$ cat config.mk
export PLATFORM = sky130hd
export DESIGN_NAME = spi_command_slave
export DESIGN_NICKNAME = d
export VERILOG_FILES = /design/src/rtl/spi_command_slave.sv
export SDC_FILE = /design/constraint.sdc
export NUM_CORES = 1
export LEC_CHECK = 0
export ABC_AREA = 1
export BUFFER_PORTS_ARGS = -buffer_cell sky130_fd_sc_hd__clkbuf_2
export CAP_MARGIN = 5
export CORE_MARGIN = 10
export CORE_UTILIZATION = 50
export CTS_BUF_LIST = sky130_fd_sc_hd__clkbuf_4 sky130_fd_sc_hd__clkbuf_8
export DETAILED_ROUTE_END_ITERATION = 10
export HOLD_SLACK_MARGIN = 0.06
export PLACE_DENSITY_LB_ADDON = 0.05
export SLEW_MARGIN = 20
export SYNTH_ARGS = -nofsm -noshare
export SYNTH_HDL_FRONTEND = slang
export SYNTH_SLANG_ARGS = --single-unit
$ cat constraint.sdc
create_clock -name clk -period 1.8 [get_ports clk]
set_clock_uncertainty 0.1 [all_clocks]
set_input_delay 0.27 -clock clk [delete_from_list [all_inputs] [get_ports clk]]
set_output_delay 0.27 -clock clk [all_outputs]
set_load 0.05 [all_outputs]
$ cat src/rtl/spi_command_slave.sv
// SPI mode-0 slave front end: oversampled SCK/CS/MOSI drive an 8-bit rx/tx shifter feeding the command FIFO.
// Optional `SPI_FIFO_GUARD_EN drops completed bytes while the downstream FIFO is full and flags overrun.
module spi_command_slave #(
    parameter int unsigned spi_fifo_length = 32,
    parameter int unsigned sync_stages     = 2
) (
    input  logic                               clk,
    input  logic                               reset,
    input  logic                               spi_sck,
    input  logic                               spi_cs_n,
    input  logic                               spi_mosi,
    output logic                               spi_miso,
    output logic [7:0]                         command_out,
    output logic                               command_out_valid,
    input  logic [7:0]                         response_in,
    input  logic [$clog2(spi_fifo_length):0]   fifo_count,
    output logic                               overrun,
    output logic [15:0]                        bytes_received
);
    localparam int unsigned CNT_W  = $clog2(spi_fifo_length) + 1;
    localparam int unsigned PIPE_W = sync_stages + 2;
    localparam logic [CNT_W-1:0] FIFO_FULL = CNT_W'(spi_fifo_length);

    typedef enum logic {
        IDLE,
        SHIFT
    } state_t;

    state_t state_q, state_d;

    // [sync_stages-1] is the synchronised value, the next two flops feed edge detection
    logic [PIPE_W-1:0] sck_pipe_q, sck_pipe_d;
    logic [PIPE_W-1:0] cs_pipe_q, cs_pipe_d;
    logic [PIPE_W-2:0] mosi_pipe_q, mosi_pipe_d;

    logic [2:0]  bit_cnt_q, bit_cnt_d;
    logic [6:0]  rx_shift_q, rx_shift_d;
    logic [7:0]  tx_shift_q, tx_shift_d;
    logic [7:0]  command_out_q, command_out_d;
    logic        valid_q, valid_d;
    logic        overrun_q, overrun_d;
    logic [15:0] bytes_q, bytes_d;

    logic sck_rise, sck_fall, cs_fall, cs_rise, mosi_s;
    logic byte_done, drop;

    assign sck_rise = sck_pipe_q[sync_stages] & ~sck_pipe_q[sync_stages+1];
    assign sck_fall = ~sck_pipe_q[sync_stages] & sck_pipe_q[sync_stages+1];
    assign cs_fall  = ~cs_pipe_q[sync_stages] & cs_pipe_q[sync_stages+1];
    assign cs_rise  = cs_pipe_q[sync_stages] & ~cs_pipe_q[sync_stages+1];
    assign mosi_s   = mosi_pipe_q[sync_stages];

`ifdef SPI_FIFO_GUARD_EN
    assign drop = (fifo_count == FIFO_FULL);
`else
    logic unused_fifo_count;
    assign unused_fifo_count = ^{fifo_count, FIFO_FULL};
    assign drop = 1'b0;
`endif

    always_comb begin
        sck_pipe_d    = {sck_pipe_q[PIPE_W-2:0], spi_sck};
        cs_pipe_d     = {cs_pipe_q[PIPE_W-2:0], spi_cs_n};
        mosi_pipe_d   = {mosi_pipe_q[PIPE_W-3:0], spi_mosi};
        state_d       = state_q;
        bit_cnt_d     = bit_cnt_q;
        rx_shift_d    = rx_shift_q;
        tx_shift_d    = tx_shift_q;
        command_out_d = command_out_q;
        valid_d       = 1'b0;
        overrun_d     = overrun_q;
        bytes_d       = bytes_q;
        byte_done     = 1'b0;

        case (state_q)
            IDLE: begin
                bit_cnt_d = '0;
                if (cs_fall) begin
                    tx_shift_d = response_in;
                    state_d    = SHIFT;
                end
            end
            SHIFT: begin
                if (cs_fall) begin
                    bit_cnt_d  = '0;
                    tx_shift_d = response_in;
                end else begin
                    if (sck_rise) begin
                        rx_shift_d = {rx_shift_q[5:0], mosi_s};
                        bit_cnt_d  = bit_cnt_q + 3'd1;
                        if (bit_cnt_q == 3'd7) begin
                            byte_done  = 1'b1;
                            tx_shift_d = response_in;
                        end
                    end else if (sck_fall && bit_cnt_q != 3'd0) begin
                        tx_shift_d = {tx_shift_q[6:0], 1'b0};
                    end
                    // A byte completing on the CS-rise cycle is still delivered below
                    if (cs_rise) begin
                        state_d   = IDLE;
                        bit_cnt_d = '0;
                    end
                end
            end
        endcase

        if (byte_done) begin
            if (drop) begin
                overrun_d = 1'b1;
            end else begin
                command_out_d = {rx_shift_q, mosi_s};
                valid_d       = 1'b1;
                bytes_d       = bytes_q + 16'd1;
            end
        end
    end

    always_ff @(posedge clk) begin
        if (!reset) begin
            sck_pipe_q    <= '0;
            cs_pipe_q     <= '0;
            mosi_pipe_q   <= '0;
            state_q       <= IDLE;
            bit_cnt_q     <= '0;
            rx_shift_q    <= '0;
            tx_shift_q    <= '0;
            command_out_q <= '0;
            valid_q       <= 1'b0;
            overrun_q     <= 1'b0;
            bytes_q       <= '0;
        end else begin
            sck_pipe_q    <= sck_pipe_d;
            cs_pipe_q     <= cs_pipe_d;
            mosi_pipe_q   <= mosi_pipe_d;
            state_q       <= state_d;
            bit_cnt_q     <= bit_cnt_d;
            rx_shift_q    <= rx_shift_d;
            tx_shift_q    <= tx_shift_d;
            command_out_q <= command_out_d;
            valid_q       <= valid_d;
            overrun_q     <= overrun_d;
            bytes_q       <= bytes_d;
        end
    end

    assign spi_miso          = (state_q == SHIFT) & tx_shift_q[7];
    assign command_out       = command_out_q;
    assign command_out_valid = valid_q;
    assign overrun           = overrun_q;
    assign bytes_received    = bytes_q;

endmodule
# Yosys cells after proc, flatten, opt, wreduce, memory -nomap -nowiden
# Index checks and enable logic that the tools add are counted.
# totals
reg_bits	55
in_bits	19
elab_cells	51
# op_classes
n_addsub	2
n_eq_ne	5
mux	19
n_bitwise	11
reduce_logical	4
# op_table
cell	count
$mux W8	5
$add A16 B1 Y16 const B	1
$pmux W8 S2	1
$mux W3	3
$mux W1	8
$ne A4 B1 Y1 const B	2
$not A1 Y1	6
$pmux W3 S2	1
$reduce_and A3 Y1	2
$and A1 B1 Y1	5
$ne A4 B2 Y1 const B	1
$add A3 B1 Y3 const B	1
$eq A3 B3 Y1 const B	1
$reduce_bool A3 Y1	1
$ne A2 B2 Y1 const B	1
$pmux W1 S2	1
$logic_and A1 B1 Y1	1

# Longest topological paths before layout
# depth
word_depth	7
mapped_depth	11
depth_no_buf	10

# Worst setup path after synthesis
# No wires, ideal clock.
# synth_path
path_kind	register to register
from	register bytes_q[1], in the netlist bytes_received[1]
to	register bytes_q[14], in the netlist bytes_received[14]
arrival_ns	1.570
required_ns	1.590
slack_ns	0.020
stages_incl_launch_ff	9
synth_period_minus_slack_ns	1.780
path_cell_list	dfxtp_1 > ha_1 > nand2_1 > nor2_1 > nand2_1 > nor2_4 > nand4_1 > nand2_1 > nor2_1
# synth_via
elab_chain_cells	1
# synth_rtl
item	line_no	rtl
start, declared	42	logic [15:0] bytes_q, bytes_d;
start signal, assigned	142	bytes_q <= bytes_d;
$add A16 B1 Y16	113	bytes_d = bytes_q + 16'd1;
# Every way passes these cells.
# A chain may end at the register's enable or synchronous reset.

# Final worst setup path
# layout_path
from	register cs_pipe_q[2]
to	register bytes_q[0], in the netlist bytes_received[0]
# layout_via
elab_chain_cells	4
# layout_rtl
item	line_no	rtl
start, declared	33	logic [PIPE_W-1:0] cs_pipe_q, cs_pipe_d;
start signal, assigned	133	cs_pipe_q <= cs_pipe_d;
$not A1 Y1	49	assign cs_fall = ~cs_pipe_q[sync_stages] & cs_pipe_q[sync_stages+1];
$and A1 B1 Y1	49	
$mux W1	84	if (cs_fall) begin
$mux W1	75	case (state_q)
# Every way passes these cells.

==> key figures <==
STA
  – Fin Setup TNS: 0 ns
  – Fin crit share: between 90% and 100%
  – F_max: about 0.6 GHz
  – Minimum clock period: around 1.7 ns
  – Final Setup Violations: 0
  – RSZ-0062 raised after global routing: false
  – Final hold vios: 0
  – Slew Viols, Final: 0

Clock network
  – CTS Sinks: 55
  – Clock Latency Late Sink: about 0.31 ns
  – Clk buf depth: 2
  – CTS clk-pin slew, worst paths: 0.10 ns
  – CTS H-Tree Depth: 2
  – Root Buffer: clkbuf_8
  – Num CTS Buffers: 5
  – Clock tree from TritonCTS: done

Placed design
  – Gp weighted congestion: about 0.78
  – Post-detail-place hpwl: between 3 and 4 mm
  – Buffers on Ports: 38
  – Cells after DPL: 432

Synthesis
  – Syn Area/Cell: roughly 7.3 sq um
  – Total nets after synthesis: 358
  – #FFs+latches synth: 55
  – Synth warn: 0
  – Yosys cell types: 30
  – Post-Synthesis Cells: between 300 and 400
  – Main synth FF type: dfxtp_1
  – Number of synthesized flops with an enable pin: 0
  – Post-synthesis sequential area ratio: a little under half
  – Post-synth ARST share: 0%
  – Mapped cell area: 2427 sq um

Drt
  – Post-route ant nets: 0
  – Total Routed Length: between 4 and 5 mm
  – # DRC: 0
  – Wirelength per Cell: between 10 and 15 um
  – DRT iter0 DRCs: 83
  – Vias/cell: 4.607
  – Total number of vias: about 2,100
  – Pre-antenna DRT Iters: 4

Critical path
  – Worst path required time: ~1.9 ns
  – Critical path peak fanout: 7
  – CP Launch Type: flip-flop
  – Crit. End Element: flip-flop
  – Worst Path Class, Setup: reg -> reg
  – Arrival @ worst endpoint: around 1.8 ns

Pwr
  – Static leakage: around 1.3 nW
  – Max rail drop VDD: between 0.4 and 0.5 mV
  – P per Cell Area: 716.7 nW/um^2

Die
  – DIE AREA: between 8000 and 9000 sq um
  – Num rows: 25
  – Starting density of the core: about half
  – # IOs: 46
  – Core Area: ~4700 sq um
  – Die W: 89.68 um
  – Die H: between 80 and 90 um

Global routing
  – Largest net degree at the start of global routing: 46
  – Met2 Use GR: 20.12%
  – First-pass GRT wire length: 7.824 mm
  – All-Layer GR Usage: between 10% and 20%
  – Initial antenna violation count: 0
  – Vias in the first global route: ~1,800
  – GR Util met1: approximately 15%
  – GRT met3 Usage: roughly 3.7%
  – Total grt overflow: 0
  – Gr busiest metal: met2

Layout
  – Share of post-route cells with drive strength above 1: 19.16%
  – # diodes: 0
  – Area Overhead vs Synth: 18.09%
  – Commonest cells after routing, fill and taps aside: nand2_1, dfxtp_1, inv_1, nor2_1, clkbuf_2
  – Post-route insts no fill: roughly 450
  – Commonest non-fill, non-tap cell in the layout: nand2_1
  – Nets: 406

Run status
  – Status: finished clean

Worst hold path
  – HP Class: in -> reg

Flow run
  – Max_cap viols: 0
-- cell type report --
type	count	area [sq um]
inverter	47	176.4
clock buffer	5	68.82
fill	470	1857
multi-input combinational	220	1095
clock inverter	3	22.52
tap	67	83.83
timing repair buffer	51	317.8
sequential	55	1102
-- kinds of logic (layout without fill, tap and decap cells) --
kind of cell | count (synthesis) | in the layout | synth area share (%)
and+or+nand+nor | 165 | 165 | 31.19
buffers and inverters | 57 | 106 | 9.742
DFF | 55 | 55 | 45.36
AOI/OAI and AO/OA | 46 | 46 | 9.587
adders and majority gates | 7 | 7 | 3.608
other | 1 | 1 | 0.1545
xor gates and xnor gates | 1 | 1 | 0.3609
-- final timing paths --
kind | end | startpoint | slack, ns | depth (start not counted)
hold / removal | tx_shift_q[1] | response_in[1] | 0.17 | 5
setup / recovery | bytes_received[0] | cs_pipe_q[2] | 0.13 | 8
hold reg to reg | cs_pipe_q[2] | cs_pipe_q[1] | 0.32 | 2
setup reg to reg | bytes_received[0] | cs_pipe_q[2] | 0.13 | 8
-- per-layer routing --
layer | share of wire (%) | wire, um
met1 | 47 | 2175
met2 | 45 | 2096
met3 | 6.7 | 311
met4 | 1.4 | 65
met5 | 0 | 0
-- Yosys cell counts, drive strengths merged (2+ instances only) --
| cell type | number | area, sq um |
|---|---|---|
| a21oi | 23 | 115.1 |
| nor3b | 2 | 15.01 |
| nor3 | 3 | 20.02 |
| ha | 7 | 87.58 |
| dfxtp | 55 | 1101 |
| buf | 9 | 56.30 |
| nand4 | 3 | 18.77 |
| nand3 | 14 | 95.09 |
| o21ai | 22 | 110.1 |
| inv | 46 | 172.7 |
| nand2 | 88 | 347.8 |
| nor2 | 53 | 246.5 |
-- flip-flops by register name, indices dropped and copies added, names as in the netlist, 3 cells and up --
register,flops
cs_pipe_q,4
tx_shift_q,8
sck_pipe_q,4
rx_shift_q,7
bit_cnt_q,3
command_out,8
mosi_pipe_q,3
bytes_received,16
-- worst max-delay path, stage by stage (launching register included) --
cell	delay, ns
dfxtp_2	0.37
inv_1	0.05
ha_1	0.23
nor2_4	0.15
nand3_4	0.14
buf_12	0.17
buf_4	0.15
o21ai_0	0.15
a21oi_1	0.05
-- through the flow --
| stage | utilization (%) | cell area (sq um) | total power [mW] | hold slack [ns] | setup WS, ns |
|---|---|---|---|---|---|
| global route | 60.69 | 2867 | 2.151 | 0.1939 | 0.003575 |
| floorplan | - | 2427 | 1.350 | 0.2676 | 0.02024 |
| finish | 60.69 | 2867 | 2.054 | 0.1736 | 0.1343 |
| CTS | 59.55 | 2813 | 2.086 | 0.1689 | 0.06953 |
| global placement | 56.98 | 2691 | 1.374 | 0.2921 | 0.1250 |
| detailed placement | 56.98 | 2691 | 1.376 | 0.2991 | 0.09383 |
-- where the power goes --
part	switching [mW]	total, mW	internal, mW
clock network	0.420	0.702	0.282
logic	0.0668	0.111	0.0438
registers	0.00698	1.24	1.23
-- what timing repair did --
item                                    in CTS  in global routing
gates resized for setup                      0                  2
hold endpoints to repair                     3                  0
endpoints found under the setup margin       0                 24
hold buffers                                 3                  0
buffers inserted                             0                  5
(Power assumes the default switching activity.)
